==> config.mk <==
export PLATFORM = sky130hd
export DESIGN_NAME = music_seq
export DESIGN_NICKNAME = d
export VERILOG_FILES = /design/src/rtl/music_seq.sv
export SDC_FILE = /design/constraint.sdc
export NUM_CORES = 1
export LEC_CHECK = 0
export CORE_MARGIN = 2
export CORE_UTILIZATION = 40
export CTS_BUF_LIST = sky130_fd_sc_hd__clkbuf_16
export CTS_CLUSTER_DIAMETER = 150
export DETAILED_ROUTE_END_ITERATION = 16
export MAX_ROUTING_LAYER = met4
export PLACE_DENSITY_LB_ADDON = 0.05
export SLEW_MARGIN = 5
export SYNTH_ARGS = -nofsm -noshare
export SYNTH_HDL_FRONTEND = slang
export SYNTH_SLANG_ARGS = --single-unit
==> constraint.sdc <==
create_clock -name clk -period 4.76 [get_ports clk]
set_input_delay 0.714 -clock clk [delete_from_list [all_inputs] [get_ports clk]]
set_output_delay 0.714 -clock clk [all_outputs]
set_load 0.03 [all_outputs]
==> src/rtl/music_seq.sv <==
// Song sequencer: plays note/beat entries from a 64x8 RAM
// with per-note gap, pause, loop and stop control.
module music_seq #(
  parameter int SYS_CLK  = 50_000_000,
  parameter int TICK_CYC = SYS_CLK / 8,
  parameter int GAP_CYC  = SYS_CLK / 100
) (
  input  logic       clk,
  input  logic       rst,
  input  logic       wr_en,
  input  logic [5:0] wr_addr,
  input  logic [7:0] wr_data,
  input  logic       start,
  input  logic       stop,
  input  logic       pause,
  input  logic       loop,
  output logic [4:0] music,
  output logic       busy,
  output logic       done,
  output logic [5:0] addr
);

  localparam int CW = $clog2(7 * TICK_CYC + 1);
  localparam logic [CW-1:0] ONE      = CW'(1);
  localparam logic [CW-1:0] TICK     = CW'(TICK_CYC);
  localparam logic [CW-1:0] GAP_P1   = CW'(GAP_CYC + 1);
  localparam logic [CW-1:0] GAP_LAST = CW'(GAP_CYC - 1);

  typedef enum logic [2:0] {
    S_IDLE, S_FETCH, S_NOTE, S_GAP, S_PAUSE, S_DONE
  } state_t;

  state_t r_state, w_state_nxt;
  state_t r_saved, w_saved_nxt;
  state_t w_adv_state;

  logic [7:0]    r_mem [64];
  logic [7:0]    r_rdata;
  logic [CW-1:0] r_cnt, w_cnt_nxt, w_adv_cnt;
  logic [CW-1:0] w_note_len;
  logic [5:0]    r_addr, w_addr_nxt, w_adv_addr;
  logic [4:0]    r_note, w_note_nxt, w_adv_note;

  assign w_note_len = CW'(r_rdata[2:0]) * TICK - GAP_P1;

  // Where FETCH/NOTE/GAP would go this cycle; a pause parks here
  always_comb begin
    w_adv_state = r_state;
    w_adv_cnt   = r_cnt;
    w_adv_addr  = r_addr;
    w_adv_note  = r_note;
    unique case (r_state)
      S_FETCH: begin
        if (r_rdata[2:0] == 3'd0) begin
          w_adv_state = S_DONE;
        end else begin
          w_adv_state = S_NOTE;
          w_adv_note  = r_rdata[7:3];
          w_adv_cnt   = w_note_len;
        end
      end
      S_NOTE: begin
        if (r_cnt == '0) begin
          w_adv_state = S_GAP;
          w_adv_cnt   = GAP_LAST;
        end else begin
          w_adv_cnt = r_cnt - ONE;
        end
      end
      S_GAP: begin
        if (r_cnt != '0) begin
          w_adv_cnt = r_cnt - ONE;
        end else if (r_addr == 6'd63) begin
          w_adv_state = S_DONE;
        end else begin
          w_adv_state = S_FETCH;
          w_adv_addr  = r_addr + 6'd1;
        end
      end
      default: ;
    endcase
  end

  always_comb begin
    w_state_nxt = r_state;
    w_saved_nxt = r_saved;
    w_cnt_nxt   = r_cnt;
    w_addr_nxt  = r_addr;
    w_note_nxt  = r_note;
    if (r_state != S_IDLE && stop) begin
      w_state_nxt = S_IDLE;
      w_cnt_nxt   = '0;
      w_addr_nxt  = '0;
    end else begin
      unique case (r_state)
        S_IDLE: begin
          if (start && !stop) begin
            w_state_nxt = S_FETCH;
            w_addr_nxt  = '0;
          end
        end
        S_FETCH, S_NOTE, S_GAP: begin
          w_cnt_nxt  = w_adv_cnt;
          w_addr_nxt = w_adv_addr;
          w_note_nxt = w_adv_note;
          if (pause) begin
            w_state_nxt = S_PAUSE;
            w_saved_nxt = w_adv_state;
          end else begin
            w_state_nxt = w_adv_state;
          end
        end
        S_PAUSE: begin
          if (!pause) w_state_nxt = r_saved;
        end
        S_DONE: begin
          w_state_nxt = loop ? S_FETCH : S_IDLE;
          w_addr_nxt  = '0;
        end
        default: w_state_nxt = S_IDLE;
      endcase
    end
  end

  always_ff @(posedge clk) begin
    if (!rst) begin
      r_state <= S_IDLE;
      r_saved <= S_IDLE;
      r_cnt   <= '0;
      r_addr  <= '0;
      r_note  <= '0;
    end else begin
      r_state <= w_state_nxt;
      r_saved <= w_saved_nxt;
      r_cnt   <= w_cnt_nxt;
      r_addr  <= w_addr_nxt;
      r_note  <= w_note_nxt;
    end
  end

  // Read at the upcoming address so data is ready during FETCH
  always_ff @(posedge clk) begin
    if (rst && wr_en && r_state == S_IDLE)
      r_mem[wr_addr] <= wr_data;
    r_rdata <= r_mem[w_addr_nxt];
  end

  assign music = (r_state == S_NOTE) ? r_note : 5'd0;
  assign busy  = (r_state != S_IDLE);
  assign done  = (r_state == S_DONE);
  assign addr  = r_addr;

endmodule
==> results.toml, run 1 <==
[clocking]
clock_latency_ns = 0.65
cts_tree = "yes"
clock_sinks = 563
cts_htree_levels = 2
clk_pin_slew_ns = 0.07
post_cts_resized = 0
cts_buffers = 61
cts-root-buf = "clkbuf_16"
hold_buffers = 0
clk_path_buf_depth = 3
cts_setup_buffers = 0

[synthesis]
synth_edf_count = 512
ys_async_sr_fraction_pct = 0
synthCells = 1895
yosysUniqueCellTypes = 82
synth_ff_type = "edfxtp_1"
synth_seq_cells = 563
ys_warn_count = 0
syn_avg_cell_area_um2 = 12.8
synth_fp_nets = 1938
ys_seq_area_share_pct = 67.6
syn_area_um2 = 24300

[die]
dieArea_um2 = 62700
die_h_um = 250
core-area_um2 = 60100
num_rows = 90
die_w_um = 250
io_pins = 34
initial_core_util_pct = 40.4

[hold_path]
min_from = "r_cnt[11]"
whs_endpoint = "r_cnt[11]"
hold_depth = 2
min_path_type = "reg -> reg"

[cells_and_area]
drive_gt1_share_pct = 13.6
final_common_cell = "edfxtp_1"
instances_no_fill = 2836
final_cell_mix = "512 x edfxtp_1, 226 x nand2_1, 151 x nor2_1"
area_growth_pct = 16.1
fin_nets = 2041

[sta]
min_period_over_period_pct = 95.8
hold_viol_final = 0
slew_violations = 0
worst_pin_slew_ns = 1.06
maxSlewHeadroom_pct = 29.3
tns_ns = 0
skew_ns = 0.0308
setup_viol = 0
whs_ns = 0.483
period_minus_slack_ns = 4.56
max_freq_mhz = 219

[pwr]
peakVddDrop_uv = 294
powerDensity_nw_per_um2 = 384
total_power_mw = 10.8
p_leak_nw = 9.62

[critical_path]
cp-start-kind = "flip-flop"
crit_type = "reg -> reg"
critPathBufInv = 2
rrSetupSlack_ns = 0.20
worstPathRequired_ns = 5.31
r2r-end = "r_rdata[4]"
slowest_delay_ns = 0.76
cp_top_family = "simple AND/OR/NAND/NOR gates"
crit_chain = "inv_1 -> ha_1 -> or4b_4 -> nor4_2 -> buf_4 -> a31o_2 -> and3_4 -> mux2i_1 -> a211oi_1 -> o311ai_1 -> nand4_1 -> a211o_1"
arrival_ns = 5.10
endpoint_kind = "flip-flop"
slowest_stage = "and3_4"
r2r_cells = 12
r2r_start = "r_cnt[0]"
worstPathMaxFanout = 54
cp-startpoint = "r_cnt[0]"

[grt]
antenna_found_initial = 5
grt_max_degree = 65
grt_overflow = 0
grt_pass1_wl_um = 115000
grt_usage_pct = 25.7
grt_pass1_vias = 16500

[route]
routed_wirelength_um = 79100
route.vias.total = 16900
wl_per_cell_um = 27.9
m1WireLength_um = 34400
wl_met2_um = 36400
drc = 0
drt_iter0_markers = 1913
wl_met3_um = 5490
firstDrtPassIters = 5
via_per_inst = 5.96
antenna_left = 0
dr.max_layer_used = "met4"

[place]
io_buffers = 33
dp.cells = 2716
hpwl_um = 53100
routabilityCongestion = 0.891

[status]
run_status = "finished clean"

[job]
drv_cap = 0
[metrics by stage]
stage | instance area, um^2 | utilization, % | worst slack, ns
after floorplan | 24300 | - | 0.794
after global placement | 26100 | 43.4 | 0.123
after detailed placement | 26100 | 43.4 | 0.0381
after CTS | 28100 | 46.8 | 0.128
after global routing | 28200 | 46.9 | -0.00103
final | 28200 | 46.9 | 0.202
[cells by family (layout without fill, tap and decap cells)]
logic type | count (synthesis) | after routing | share of synthesized area (%)
other | 0 | 4 | 0
adder cells (fa/ha/maj) | 22 | 22 | 1.23
flip-flops | 563 | 563 | 67.6
AO/OA/AOI/OAI | 463 | 463 | 13.1
buffers and inverters | 141 | 295 | 2.68
XOR/XNOR | 21 | 21 | 0.758
multiplexers | 57 | 57 | 2.36
AND/OR/NAND/NOR | 628 | 629 | 12.4
[how the worst max path moves through the flow]
stage / endpoint / depth (start not counted)
after detailed placement: r_rdata[5] / 13
after global placement: r_rdata[0] / 12
after global routing: r_rdata[0] / 14
after floorplan: r_cnt[23] / 14
after CTS: r_cnt[24] / 13
final: r_rdata[4] / 12
[flip-flops by register name (all words and copies together) (netlist names)]
name and cells:
r_note 5, r_saved 3, addr 6, r_mem 512, r_state 3, r_cnt 26, r_rdata 8
[report_power, final]
part / leakage (nW) / total [mW] / internal [mW] / switching (mW)
Sequential: 5.02 / 5.45 / 5.42 / 0.0309
Combinational: 3.55 / 0.486 / 0.144 / 0.342
Clock: 1.05 / 4.88 / 2.85 / 2.03
[worst register-to-register path, stage by stage, from the launching register on]
cell	delay, ns
dfxtp_1	0.36
inv_1	0.07
ha_1	0.24
or4b_4	0.54
nor4_2	0.36
buf_4	0.21
a31o_2	0.27
and3_4	0.77
mux2i_1	0.39
a211oi_1	0.17
o311ai_1	0.62
nand4_1	0.22
a211o_1	0.26
[cell type report]
type                       instances  area (um^2)
fill                            5478        32000
sequential                       563        16400
multi-input combinational       1192         7300
clock buffer                      62         1550
timing repair buffer             163         1370
tap                              782          978
clock inverter                    53          512
inverter                          17         63.8
antenna                            4         10.0
[cells in the mapped netlist, types with 34 or more instances]
cell      instances  area (um^2)
o21ai_0          78          390
nor2_1          151          567
o22ai_1          70          438
mux2i_1          55          551
clkbuf_1         66          248
and3_1           34          213
edfxtp_1        512        15400
a21oi_1          68          340
nand3_1          75          375
dfxtp_1          51         1020
nand2_1         228          856
o221ai_1         52          455
[layer usage]
| layer | track usage [%] | up-vias |
|---|---|---|
| met3 | 4.76 | 152 |
| met1 | 34.6 | 8544 |
| met5 | - | - |
| li1 | - | 7572 |
| met4 | 9.32 | 0 |
| met2 | 39.1 | 646 |
(Power assumes the default switching activity.)
==> run 2: changes to the inputs <==
- CTS_CLUSTER_DIAMETER: 150 -> unset
==> results of run 2 <==
Same layout as run 1: the final DEF is identical, and so are final timing and power.
